File: config.mk
export PLATFORM = sky130hd
export DESIGN_NAME = skinny_masked_core
export DESIGN_NICKNAME = d
export VERILOG_FILES = /design/src/rtl/skinny_pkg.sv /design/src/rtl/skinny_masked_round.sv /design/src/rtl/skinny_masked_core.sv
export SDC_FILE = /design/constraint.sdc
export NUM_CORES = 2
export LEC_CHECK = 0
export CAP_MARGIN = 25
export CORE_AREA = 2 2 450 452
export CTS_CLUSTER_SIZE = 30
export DETAILED_ROUTE_END_ITERATION = 8
export DIE_AREA = 0 0 452 454
export PLACE_DENSITY = 0.56
export SLEW_MARGIN = 20
export SYNTH_ARGS = -nofsm -noshare
export SYNTH_HDL_FRONTEND = slang
export SYNTH_HIERARCHICAL = 1
export SYNTH_SLANG_ARGS = --single-unit
File: constraint.sdc
create_clock -name clk_i -period 3.9 [get_ports clk_i]
set_clock_uncertainty 0.2 [all_clocks]
set_input_delay 0.78 -clock clk_i [delete_from_list [all_inputs] [get_ports clk_i]]
set_output_delay 0.78 -clock clk_i [all_outputs]
set_load 0.02 [all_outputs]
File: src/rtl/skinny_pkg.sv
// SKINNY-128 shared definitions for the masked round core.
// Byte b of a 128-bit word sits at [127-8b -: 8]; share s at [128s +: 128].
package skinny_pkg;

    localparam logic [5:0] RC_INIT    = 6'h01;
    localparam logic [7:0] ROW2_CONST = 8'h02;

    localparam int PT [16] = '{9, 15, 8, 13, 10, 14, 12, 11,
                               0, 1, 2, 3, 4, 5, 6, 7};
    localparam int SR [16] = '{0, 1, 2, 3, 7, 4, 5, 6,
                               10, 11, 8, 9, 13, 14, 15, 12};

    function automatic int rnd_w(int nshares, int unroll);
        return unroll * 128 * nshares * (nshares - 1) / 2;
    endfunction

    function automatic int share_lsb(int s);
        return 128 * s;
    endfunction

    function automatic int byte_msb(int b);
        return 127 - 8 * b;
    endfunction

    function automatic logic [7:0] get_byte(logic [127:0] w, int b);
        return w[byte_msb(b) -: 8];
    endfunction

    function automatic logic [5:0] lfsr_next(logic [5:0] c);
        return {c[4:0], c[5] ^ c[4] ^ 1'b1};
    endfunction

    function automatic logic [7:0] tk2_lfsr(logic [7:0] x);
        return {x[6:0], x[7] ^ x[5]};
    endfunction

    function automatic logic [7:0] tk3_lfsr(logic [7:0] x);
        return {x[0] ^ x[6], x[7:1]};
    endfunction

    // Bit wirings between the NOR/XOR stages of the 8-bit S-box
    function automatic logic [7:0] sb_perm(logic [7:0] x);
        return {x[2], x[1], x[7], x[6], x[4], x[0], x[3], x[5]};
    endfunction

    function automatic logic [7:0] sb_swap(logic [7:0] x);
        return {x[7:3], x[1], x[2], x[0]};
    endfunction

endpackage

File: src/rtl/skinny_masked_round.sv
// One masked SKINNY-128-384 round over all shares, plus tweakey update.
// Purely combinational; chained UNROLL times by the core.
module skinny_masked_round
    import skinny_pkg::*;
#(
    parameter int NSHARES = 2,
    localparam int NPAIR = NSHARES * (NSHARES - 1) / 2,
    localparam int SW = 128 * NSHARES
) (
    input  logic [SW-1:0]        st_i,
    input  logic [127:0]         tk1_i,
    input  logic [127:0]         tk2_i,
    input  logic [SW-1:0]        tk3_i,
    input  logic [5:0]           rc_i,
    input  logic [128*NPAIR-1:0] rnd_i,
    output logic [SW-1:0]        st_o,
    output logic [127:0]         tk1_o,
    output logic [127:0]         tk2_o,
    output logic [SW-1:0]        tk3_o
);

    typedef logic [NSHARES-1:0][7:0] shb_t;

    function automatic logic [NSHARES-1:0] dom_and(
        logic [NSHARES-1:0] a,
        logic [NSHARES-1:0] b,
        logic [NPAIR-1:0]   r
    );
        logic [NSHARES-1:0] c;
        int p;
        c = a & b;
        p = 0;
        for (int i = 0; i < NSHARES; i++) begin
            for (int j = i + 1; j < NSHARES; j++) begin
                c[i] = c[i] ^ (a[i] & b[j]) ^ r[p];
                c[j] = c[j] ^ (a[j] & b[i]) ^ r[p];
                p++;
            end
        end
        return c;
    endfunction

    // Cells 2m and 2m+1 form NOR stage m; inversion lands on share 0 only
    function automatic shb_t sbox(shb_t v, logic [8*NPAIR-1:0] r);
        shb_t o;
        logic [NSHARES-1:0] a, b, z;
        int ia, iz;
        o = v;
        for (int c = 0; c < 8; c++) begin
            if (c != 0 && c % 2 == 0) begin
                for (int s = 0; s < NSHARES; s++)
                    o[s] = sb_perm(o[s]);
            end
            ia = (c % 2 == 1) ? 7 : 3;
            iz = (c % 2 == 1) ? 4 : 0;
            for (int s = 0; s < NSHARES; s++) begin
                a[s] = o[s][ia];
                b[s] = o[s][ia-1];
            end
            a[0] = ~a[0];
            b[0] = ~b[0];
            z = dom_and(a, b, r[c*NPAIR +: NPAIR]);
            for (int s = 0; s < NSHARES; s++)
                o[s][iz] = o[s][iz] ^ z[s];
        end
        for (int s = 0; s < NSHARES; s++)
            o[s] = sb_swap(o[s]);
        return o;
    endfunction

    shb_t in_b [16];
    shb_t ark  [16];
    shb_t sr   [16];
    shb_t mc   [16];

    always_comb begin
        for (int b = 0; b < 16; b++)
            for (int s = 0; s < NSHARES; s++)
                in_b[b][s] = st_i[share_lsb(s) + byte_msb(b) -: 8];

        for (int b = 0; b < 16; b++)
            ark[b] = sbox(in_b[b], rnd_i[b*8*NPAIR +: 8*NPAIR]);

        ark[0][0] = ark[0][0] ^ {4'h0, rc_i[3:0]};
        ark[4][0] = ark[4][0] ^ {6'h00, rc_i[5:4]};
        ark[8][0] = ark[8][0] ^ ROW2_CONST;

        for (int b = 0; b < 8; b++) begin
            ark[b][0] = ark[b][0] ^ get_byte(tk1_i, b) ^ get_byte(tk2_i, b);
            for (int s = 0; s < NSHARES; s++)
                ark[b][s] = ark[b][s]
                          ^ get_byte(tk3_i[share_lsb(s) +: 128], b);
        end

        for (int b = 0; b < 16; b++)
            sr[b] = ark[SR[b]];

        for (int c = 0; c < 4; c++) begin
            mc[c]      = sr[c] ^ sr[8+c] ^ sr[12+c];
            mc[4+c]    = sr[c];
            mc[8+c]    = sr[4+c] ^ sr[8+c];
            mc[12+c]   = sr[c] ^ sr[8+c];
        end

        st_o = '0;
        for (int b = 0; b < 16; b++)
            for (int s = 0; s < NSHARES; s++)
                st_o[share_lsb(s) + byte_msb(b) -: 8] = mc[b][s];
    end

    always_comb begin
        tk1_o = '0;
        tk2_o = '0;
        tk3_o = '0;
        for (int b = 0; b < 16; b++) begin
            tk1_o[byte_msb(b) -: 8] = get_byte(tk1_i, PT[b]);
            tk2_o[byte_msb(b) -: 8] = (b < 8)
                ? tk2_lfsr(get_byte(tk2_i, PT[b]))
                : get_byte(tk2_i, PT[b]);
            for (int s = 0; s < NSHARES; s++)
                tk3_o[share_lsb(s) + byte_msb(b) -: 8] = (b < 8)
                    ? tk3_lfsr(get_byte(tk3_i[share_lsb(s) +: 128], PT[b]))
                    : get_byte(tk3_i[share_lsb(s) +: 128], PT[b]);
        end
    end

endmodule

File: src/rtl/skinny_masked_core.sv
// Masked SKINNY-128-384 core: valid/ready in and out, fresh randomness
// per busy cycle, state wiped once the ciphertext is taken.
module skinny_masked_core
    import skinny_pkg::*;
#(
    parameter int NSHARES = 2,
    parameter int ROUNDS = 40,
    parameter int UNROLL = 1,
    localparam int RND_W = rnd_w(NSHARES, UNROLL)
) (
    input  logic                    clk_i,
    input  logic                    rst_i,
    input  logic                    in_valid_i,
    output logic                    in_ready_o,
    input  logic [128*NSHARES-1:0]  input_i,
    input  logic [128*NSHARES-1:0]  key_i,
    input  logic [127:0]            tweak1_i,
    input  logic [127:0]            tweak2_i,
    input  logic [RND_W-1:0]        rnd_i,
    output logic                    rnd_req_o,
    output logic                    out_valid_o,
    input  logic                    out_ready_i,
    output logic [128*NSHARES-1:0]  cipher_o
);

    localparam int SW = 128 * NSHARES;
    localparam int STEPS = ROUNDS / UNROLL;
    localparam int CW = $clog2(STEPS + 1);
    localparam int RPR = RND_W / UNROLL;

    typedef enum logic [1:0] {IDLE, BUSY, DONE} state_t;

    state_t          state_q;
    logic [SW-1:0]   st_q, tk3_q;
    logic [127:0]    tk1_q, tk2_q;
    logic [5:0]      rc_q;
    logic [CW-1:0]   cnt_q;
    logic            in_ready_q, out_valid_q, rnd_req_q;

    logic [SW-1:0]   st_c  [UNROLL+1];
    logic [SW-1:0]   tk3_c [UNROLL+1];
    logic [127:0]    tk1_c [UNROLL+1];
    logic [127:0]    tk2_c [UNROLL+1];
    logic [5:0]      rc_c  [UNROLL+1];

    assign st_c[0]  = st_q;
    assign tk1_c[0] = tk1_q;
    assign tk2_c[0] = tk2_q;
    assign tk3_c[0] = tk3_q;
    assign rc_c[0]  = rc_q;

    for (genvar u = 0; u < UNROLL; u++) begin : g_round
        skinny_masked_round #(.NSHARES(NSHARES)) u_round (
            .st_i  (st_c[u]),
            .tk1_i (tk1_c[u]),
            .tk2_i (tk2_c[u]),
            .tk3_i (tk3_c[u]),
            .rc_i  (rc_c[u]),
            .rnd_i (rnd_i[u*RPR +: RPR]),
            .st_o  (st_c[u+1]),
            .tk1_o (tk1_c[u+1]),
            .tk2_o (tk2_c[u+1]),
            .tk3_o (tk3_c[u+1])
        );
        assign rc_c[u+1] = lfsr_next(rc_c[u]);
    end

    always_ff @(posedge clk_i) begin
        if (rst_i) begin
            state_q     <= IDLE;
            in_ready_q  <= 1'b1;
            out_valid_q <= 1'b0;
            rnd_req_q   <= 1'b0;
            st_q        <= '0;
            tk1_q       <= '0;
            tk2_q       <= '0;
            tk3_q       <= '0;
            rc_q        <= '0;
            cnt_q       <= '0;
        end else begin
            unique case (state_q)
                IDLE: begin
                    if (in_valid_i) begin
                        st_q       <= input_i;
                        tk1_q      <= tweak1_i;
                        tk2_q      <= tweak2_i;
                        tk3_q      <= key_i;
                        rc_q       <= RC_INIT;
                        cnt_q      <= '0;
                        in_ready_q <= 1'b0;
                        rnd_req_q  <= 1'b1;
                        state_q    <= BUSY;
                    end
                end
                BUSY: begin
                    st_q  <= st_c[UNROLL];
                    tk1_q <= tk1_c[UNROLL];
                    tk2_q <= tk2_c[UNROLL];
                    tk3_q <= tk3_c[UNROLL];
                    rc_q  <= rc_c[UNROLL];
                    cnt_q <= cnt_q + 1'b1;
                    if (cnt_q == CW'(STEPS - 1)) begin
                        rnd_req_q   <= 1'b0;
                        out_valid_q <= 1'b1;
                        state_q     <= DONE;
                    end
                end
                DONE: begin
                    // Wipe all secret-bearing registers on handoff
                    if (out_ready_i) begin
                        st_q        <= '0;
                        tk1_q       <= '0;
                        tk2_q       <= '0;
                        tk3_q       <= '0;
                        rc_q        <= '0;
                        cnt_q       <= '0;
                        out_valid_q <= 1'b0;
                        in_ready_q  <= 1'b1;
                        state_q     <= IDLE;
                    end
                end
                default: state_q <= IDLE;
            endcase
        end
    end

    assign in_ready_o  = in_ready_q;
    assign out_valid_o = out_valid_q;
    assign rnd_req_o   = rnd_req_q;
    assign cipher_o    = out_valid_q ? st_q : '0;

endmodule

==> results by group <==
Detailed routing
  – Post-DRT Antenna Nets: 0
  – DR iter-0 viols: 5612
  – Wire per inst: 33.2 um
  – Routed WL: 339000 um
  – DRC violations left: 0
  – DR vias/cell: 5.36
  – First-pass DRT Iterations: 6
  – Via count: 54828

Global route
  – Antenna violations before repair: 120
  – Number of global-route vias before repair: 52115
  – Global Route Usage Sum: 0.316
  – Largest net degree at the start of global routing: 114
  – Grt ovf: 0
  – First-pass GRT wire length: 446000 um

Pwr
  – Pwr Density: 840 nW/um2
  – Peak supply drop: 0.000485 V
  – Leak: 27.2 nW

Placement
  – Placed cell count: 9975
  – GP Congestion: 1.01
  – Buffers on Ports: 1158
  – Detailed-placement wirelength estimate: 281000 um

Final layout
  – Most common cell after layout, fill and taps aside: clkdlybuf4s50_1
  – Nets@finish: 8315
  – Finished Layout Cells: 10224
  – Most frequent cells in the layout: clkdlybuf4s50_1, nor2_1, nor3_1
  – Layout area overhead: 37.5%
  – Share of layout cells above drive strength 1: 0.130

CTS
  – CTS tree: done
  – Longest Clk Path Bufs: 3
  – Hold buffers post-CTS: 0
  – TritonCTS Buffers: 99
  – Clock sink count: 785
  – Clock latency at the later pin of the worst-skew pair: 0.79 ns
  – CTS clk-pin slew, worst paths: 0.06 ns
  – H-tree depth: 3
  – Clock root buffer: clkbuf_16

STA
  – Slew HR: 0.342
  – Period minus WS final: 3.86 ns
  – Fin crit share: 0.990
  – Total negative slack: 0 ns
  – Final Max Slew Viols: 0
  – Final setup viols: 0
  – Fmax achieved: 0.259 GHz
  – Final hold vios: 0
  – Hold slack final: 0.274 ns
  – RSZ-0062 raised after global routing: false
  – Worst slew pin tran: 0.980 ns

Min path
  – Hold Path Depth: 2
  – Hold Path Class: reg2reg
  – Hold Startpoint: cnt_q[1]
  – Hold endpoint: cnt_q[1]

Synth
  – Async SR Flop Fraction: 0
  – #FFs+latches synth: 785
  – Seq/Total Area, Yosys: 0.303
  – Most common flop cell mapped by yosys: dfxtp_1
  – Gate Count Post-Synth: 6380
  – Syn_nets: 7286
  – Avg Cell Area, Syn: 8.12 um2
  – Netlist area before placement: 51800 um2
  – Post-synth EDFFs: 0
  – Syn. warnings: 6
  – Count of different cell masters after synthesis: 73

Run status
  – Status: complete, no violations

Setup path
  – Worst setup EP type: register
  – Critical-path top delay cell: xnor2_2
  – Arrival @ worst endpoint: 4.29 ns
  – Reg2reg end: st_q[116]
  – CP Max Fanout: 4
  – R2R Path Start: st_q[114]
  – FF-to-FF path depth: 13
  – Critical path required time: 4.33 ns
  – Flop2flop setup slack: 0.04 ns
  – Crit path largest cell delay: 0.47 ns
  – Critical path class: reg2reg
  – Most common cell on crit path: xnor2_2
  – Cells along the critical path: buf_4 -> xnor2_2 -> a21oi_1 -> o211a_4 -> buf_4 -> or2_2 -> xnor2_1 -> o22ai_1 -> xnor2_2 -> xnor2_2 -> xnor2_1 -> a221oi_1 -> nor3_1
  – CP Launch Type: register

Die
  – Die ar.: 205000 um2
  – Die X: 452 um
  – # IOs: 1159
  – Starting Density: 0.258
  – Core area: 201000 um2
  – Row Count: 165
  – Die height: 454 um

Job
  – MaxCap Viol Count: 0
## layout make-up
cell class,instances,area (um2)
Antenna cell,60,150
Tap cell,2672,3340
Clock inverter,45,566
Multi-Input combinational cell,4570,30400
Inverter,50,195
Timing Repair Buffer,1903,18000
Clock buffer,139,2870
Sequential cell,785,15700
Fill cell,20983,130000
## cells by family after synthesis
| group | Yosys count | synth area share |
|---|---|---|
| DFF | 785 | 0.303 |
| buffers and inverters | 1025 | 0.112 |
| adders and majority gates | 6 | 0.00145 |
| AOI/OAI and AO/OA | 1118 | 0.176 |
| and+or+nand+nor | 2323 | 0.213 |
| muxes | 13 | 0.00261 |
| xor gates and xnor gates | 1110 | 0.191 |
## metal layers
layer	wire length (um)	vias up	track usage
met2	162000	2772	0.529
met5	385	-	0
met4	30600	60	0.253
li1	-	24464	-
met3	23100	767	0.0621
met1	123000	26765	0.349
## cell usage after synthesis, types with 27 or more instances
cell type,n,area share
nor3_1,826,0.080
buf_4,488,0.071
a21oi_1,79,0.0076
inv_1,50,0.0036
o21ai_0,60,0.0058
or3_1,30,0.0036
dfxtp_1,785,0.30
or2_2,27,0.0033
clkbuf_1,386,0.028
a221oi_1,767,0.13
nor2_1,861,0.062
a211oi_1,33,0.0048
nand2_1,135,0.0098
xnor2_1,795,0.13
buf_2,87,0.0084
and3_1,28,0.0034
nand3_1,55,0.0053
and2_1,267,0.032
xor2_1,298,0.050
## sequential cells by signal, summed over array words and instances, names as in the netlist
signal	flops
rc_q	6
tk2_q	128
rnd_req_o	1
out_valid_o	1
state_q	2
st_q	256
cnt_q	6
tk1_q	128
tk3_q	256
in_ready_o	1
## power by group
| group | total, mW | switching, mW | internal (mW) |
|---|---|---|---|
| clock | 10.0 | 4.30 | 5.71 |
| combinational | 37.6 | 21.7 | 15.9 |
| sequential | 12.2 | 2.60 | 9.62 |
## stage by stage
step	worst slack, ns	util	power [mW]	cell area, um2
after floorplan	0.156	-	30.4	51800
after global placement	-0.885	0.336	49.1	67500
after detailed placement	-0.981	0.336	49.1	67500
after CTS	0.00887	0.354	59.3	71000
after global routing	0.00746	0.354	61.8	71200
final	0.0372	0.355	59.9	71200
## timing repair
item	CTS	global route
setup endpoints to repair	78	11
setup buffers	5	0
resized for setup	2	10
## worst max-delay path: cells and delay by family, from the launching register on
| family | cells | cell delay [ns] |
|---|---|---|
| xor+xnor | 5 | 1.28 |
| compound gates | 4 | 1.06 |
| flops | 1 | 0.43 |
| buf+inv | 2 | 0.35 |
| simple gates | 2 | 0.40 |
## worst max path at each step
| stage | end | from | depth (start not counted) | slack [ns] |
|---|---|---|---|---|
| after floorplan | st_q[120] | rnd_i[80] | 11 | 0.16 |
| after global placement | st_q[116] | rnd_i[8] | 13 | -0.89 |
| after detailed placement | st_q[116] | rnd_i[8] | 13 | -0.98 |
| after CTS | st_q[225] | st_q[98] | 11 | 0.009 |
| after global routing | st_q[240] | st_q[114] | 13 | 0.007 |
| final | st_q[116] | st_q[114] | 13 | 0.04 |
No activity file was read; power rests on OpenSTA's default activity.
